### config.mk
export PLATFORM = sky130hd
export DESIGN_NAME = regfile_mp
export DESIGN_NICKNAME = d
export VERILOG_FILES = /design/src/rtl/regfile_mp.sv
export SDC_FILE = /design/constraint.sdc
export NUM_CORES = 1
export LEC_CHECK = 0
export BUFFER_PORTS_ARGS = -buffer_cell sky130_fd_sc_hd__buf_2
export CORE_MARGIN = 5
export CORE_UTILIZATION = 35
export DETAILED_ROUTE_END_ITERATION = 8
export GPL_TIMING_DRIVEN = 0
export PLACE_DENSITY_LB_ADDON = 0.1
export RECOVER_POWER = 100
export SLEW_MARGIN = 20
export SYNTH_ARGS = -nofsm -noshare
export SYNTH_HDL_FRONTEND = slang
export SYNTH_SLANG_ARGS = --single-unit
### constraint.sdc
create_clock -name clk -period 2.22 [get_ports clk]
set_input_delay 0.111 -clock clk [delete_from_list [all_inputs] [get_ports clk]]
set_output_delay 0.111 -clock clk [all_outputs]
set_load 0.02 [all_outputs]
### src/rtl/regfile_mp.sv
// Multi-port register file with two write ports, optional registered
// write-first read, optional hardwired-zero entry 0 and a sequenced bulk clear.
module regfile_mp #(
   parameter int WIDTH    = 16,
   parameter int DEPTH    = 8,
   parameter int NRD      = 2,
   parameter int READ_LAT = 0,
   parameter int ZERO_REG = 0,
   localparam int AW      = $clog2(DEPTH)
) (
   input  logic                 clk,
   input  logic                 reset_n,
   input  logic                 we0,
   input  logic [AW-1:0]        waddr0,
   input  logic [WIDTH-1:0]     wdata0,
   input  logic                 we1,
   input  logic [AW-1:0]        waddr1,
   input  logic [WIDTH-1:0]     wdata1,
   input  logic [NRD*AW-1:0]    raddr,
   output logic [NRD*WIDTH-1:0] rdata,
   input  logic                 clr_req,
   output logic                 clr_busy,
   output logic                 wr_drop
);

   typedef enum logic {IDLE, CLEAR} state_t;

   localparam logic [AW-1:0] LAST = AW'(DEPTH - 1);

   state_t                         state, state_nxt;
   logic [AW-1:0]                  ptr, ptr_nxt;
   logic                           clr_wr;
   logic [DEPTH-1:0][WIDTH-1:0]    mem, mem_nxt;
   logic                           req0, req1;
   logic                           wen0, wen1;
   logic                           drop_nxt;

   // Writes aimed at a hardwired zero entry are not real writes: never stored, never dropped.
   assign req0 = we0 & ~((ZERO_REG != 0) && (waddr0 == '0));
   assign req1 = we1 & ~((ZERO_REG != 0) && (waddr1 == '0));

   assign wen0     = req0 & (state == IDLE);
   assign wen1     = req1 & (state == IDLE);
   assign drop_nxt = (state == CLEAR) & (req0 | req1);
   assign clr_busy = (state == CLEAR);

   always_ff @(posedge clk or negedge reset_n) begin
      if (!reset_n) begin
         state   <= IDLE;
         ptr     <= '0;
         wr_drop <= 1'b0;
      end else begin
         state   <= state_nxt;
         ptr     <= ptr_nxt;
         wr_drop <= drop_nxt;
      end
   end

   always_comb begin
      state_nxt = state;
      ptr_nxt   = ptr;
      clr_wr    = 1'b0;
      case (state)
         IDLE: begin
            if (clr_req) begin
               state_nxt = CLEAR;
               ptr_nxt   = '0;
            end
         end
         CLEAR: begin
            clr_wr  = 1'b1;
            ptr_nxt = ptr + AW'(1);
            if (ptr == LAST) state_nxt = IDLE;
         end
         default: state_nxt = IDLE;
      endcase
   end

   // Next storage image; user writes and clear writes never overlap (IDLE vs CLEAR).
   always_comb begin
      mem_nxt = mem;
      if (wen0) mem_nxt[waddr0] = wdata0;
      if (wen1) mem_nxt[waddr1] = wdata1;
      if (clr_wr) mem_nxt[ptr] = '0;
      if (ZERO_REG != 0) mem_nxt[0] = '0;
   end

   always_ff @(posedge clk or negedge reset_n) begin
      if (!reset_n) mem <= '0;
      else          mem <= mem_nxt;
   end

   // Registered reads sample the post-edge image, giving write-first behaviour for free.
   genvar gi;
   generate
      for (gi = 0; gi < NRD; gi++) begin : g_rd
         logic [AW-1:0] a;
         assign a = raddr[gi*AW +: AW];
         if (READ_LAT == 0) begin : g_comb
            assign rdata[gi*WIDTH +: WIDTH] = mem[a];
         end else begin : g_reg
            logic [WIDTH-1:0] q;
            always_ff @(posedge clk or negedge reset_n) begin
               if (!reset_n) q <= '0;
               else          q <= mem_nxt[a];
            end
            assign rdata[gi*WIDTH +: WIDTH] = q;
         end
      end
   endgenerate

endmodule

==> impl_metrics.yaml <==
drt:
  drt-vias-per-instance: 6.78
  drc: 0
  vias: 9634
  antenna_left: 0
  drt_iter0_drc: 1231
  firstDrtPassIters: 6
  routed_wl_um: 45500
  wl_per_cell_um: 32.0
placement:
  placed_cells: 1385
  io_buffers: 61
  place_worst_setup_slack_ps: -41.3
  placed_area_um2: 10200
  hpwlAfterDp_um: 34400
  routabilityCongestion: 0.988
floorplanning:
  core_um2: 26700
  die_w_um: 174
  fp-row-count: 60
  pin_count: 83
  dieHeight_um: 174
  initial_core_util: 0.352
  dieArea_um2: 30200
yosys:
  synth-xor-area-share: 0
  synth_seq_cells: 133
  postSynthAreaPerCell_um2: 9.57
  yosys_most_used_dff: "dfrtp_1"
  synth.net_count: 1033
  synthMuxAreaShare: 0.192
  async_reset_ff_frac: 1.00
  synth_compound_area_frac: 0.190
  synth_fa_ha_area_frac: 0.00266
  yosys.area_share.simple: 0.196
  synth_cell_type_count: 25
  synth.cell_area_um2: 9400
  synth_top_family_by_area: "simple AND/OR/NAND/NOR gates"
  netlist_instances: 982
  yosysWarnings: 0
  synth-seq-area-share: 0.354
  synth_edf_count: 0
global_routing:
  grt_pass1_wl_um: 65700
  globalRouteOverflowTotal: 0
  grt_max_degree: 79
  antenna_found_initial: 0
  grt_pass1_vias: 9558
  grt_usage: 0.296
final_layout:
  seqCellArea_um2: 3330
  final_cell_area_um2: 10900
  multi_input_area_um2: 5470
  nets: 1118
  final_cells: 1420
  fill_cells: 2689
  diodes: 0
  syn_to_final_growth_pct: 15.5
  utilization: 0.406
  layout-drive-gt1-share: 0.214
clock_network:
  htreeDepth: 4
  clkTransAtPathRegs_ps: 60
  post_cts_buffers: 0
  numCtsBuffers: 17
  clock_latency_ps: 440
  tritoncts: "built"
  cts_buffer_depth: 2
  cts.sinks: 133
  cts_root_buf: "clkbuf_16"
worst_setup_path:
  max_stage_delay_ps: 570
  cp.required_ps: 2500
  path_class: "reg -> reg"
  start_kind: "flop"
  crit_chain: "buf_2 -> nand2_1 -> nor2_1 -> clkbuf_1 -> a311oi_1"
  cp_slowest_cell: "nor2_1"
  arrival_ps: 2530
  worstPathMaxFanout: 10
  cp-end-kind: "flop"
timing:
  timing.final.crit_share: 1.02
  rsz0062_at_grt: "true"
  setup_viol: 11
  finalClockSkew_ps: 7.25
  max_slew_margin: -0.0447
  min_period_ps: 2260
  drv_slew: 56
  hold_viol: 0
  fmax_mhz: 443
  worst_pin_slew_ps: 1570
  fin_ws_ps: -36.4
pwr:
  ir_drop_v: 0.000529
  p_leak_uw: 0.00401
  power.density_nw_per_um2: 1140
run_status:
  status: "finished with violations"
  violations: "max-capacitance violations, max-slew violations, negative setup slack"
flow_run:
  maxCapViolCount: 1
hold_path:
  hp-class: "in -> reg"
## cells in the mapped netlist, drive strengths merged (10+ instances only)
cell / number / share of area
nor3: 130 / 0.070
nand4: 32 / 0.021
mux2: 32 / 0.038
o21ai: 131 / 0.070
or2: 10 / 0.0067
buf: 60 / 0.031
nand2b: 10 / 0.0067
nand2: 102 / 0.041
mux4: 64 / 0.15
nor3b: 17 / 0.014
and3b: 33 / 0.031
clkbuf: 85 / 0.034
a311oi: 128 / 0.12
dfrtp: 133 / 0.35
## repair_timing
action	in CTS	in global routing
hold buffers	4	0
gates resized for setup	5	19
hold endpoints to repair	60	0
endpoints found under the setup margin	19	50
## through the flow
step	setup TNS, ps	power [µW]	hold slack, ps
final	-167	12300	50.2
after global routing	-6710	12800	70.9
after CTS	0	12200	44.5
after detailed placement	-209	9020	83.3
after global placement	-149030	8960	348
after floorplan	0	7170	-185
## per-layer routing
metal	wire [µm]	global-route usage	share of wire	vias up
met5	0	0	0	-
met4	2080	0.117	0.046	0
met3	3860	0.0591	0.085	120
met2	20700	0.464	0.46	596
met1	18800	0.406	0.41	4906
li1	-	-	-	4012
## worst max-delay path, delay by kind of cell (launching register included)
kind            cells  cell delay, ps
compound gates      1             120
buf+inv             2             760
simple gates        2             750
flops               1             450
## state kept, by name (all words and copies together), names as in the netlist
| name | flops |
|---|---|
| clr_busy | 1 |
| wr_drop | 1 |
| ptr | 3 |
| mem | 128 |
## cell usage in the layout, fill, tap and decap left out, drive strengths merged, types with 2 or more instances in the layout
| cell | instances |
|---|---|
| or2 | 10 |
| inv | 2 |
| nor3b | 17 |
| ha | 2 |
| dfrtp | 133 |
| nor3 | 130 |
| o21ai | 131 |
| nand4 | 32 |
| buf | 85 |
| nand3b | 2 |
| and3b | 33 |
| nand2b | 10 |
| clkbuf | 142 |
| mux4 | 64 |
| clkinv | 4 |
| or3b | 2 |
| dlygate4sd3 | 4 |
| nand2 | 102 |
| bufinv | 4 |
| a311oi | 128 |
| mux2 | 32 |
| nor2 | 7 |
## power breakdown
part | switching (µW) | leakage [µW] | internal (µW)
logic | 2850 | 0.00190 | 2060
registers | 820 | 0.00180 | 3420
clock network | 1210 | 0.000313 | 1970
total | 4880 | 0.00401 | 7450
## layout make-up
class                      instances  share of cell area
buffer                           145              0.0585
tap                              341              0.0393
sequential                       133               0.307
timing repair buffer              66              0.0329
clock buffer                      20              0.0430
multi-input combinational        704               0.504
clock inverter                    11              0.0159
## logic make-up after synthesis
group,after synthesis
compound gates,261
buf+inv,145
flops,133
mux,96
fa+ha+maj,2
simple gates,345
## path summary, 6_finish.rpt
| path | from | endpoint | slack [ps] | depth (start not counted) |
|---|---|---|---|---|
| max | clr_busy | mem[119] | -40 | 5 |
| min | wdata0[9] | mem[57] | 50 | 3 |
| max reg2reg | clr_busy | mem[119] | -40 | 5 |
| min reg2reg | mem[42] | mem[42] | 590 | 2 |
| max in group asynchronous | reset_n | mem[61] | 270 | 3 |
| min in group asynchronous | reset_n | mem[107] | 610 | 2 |
(Power assumes the default switching activity.)
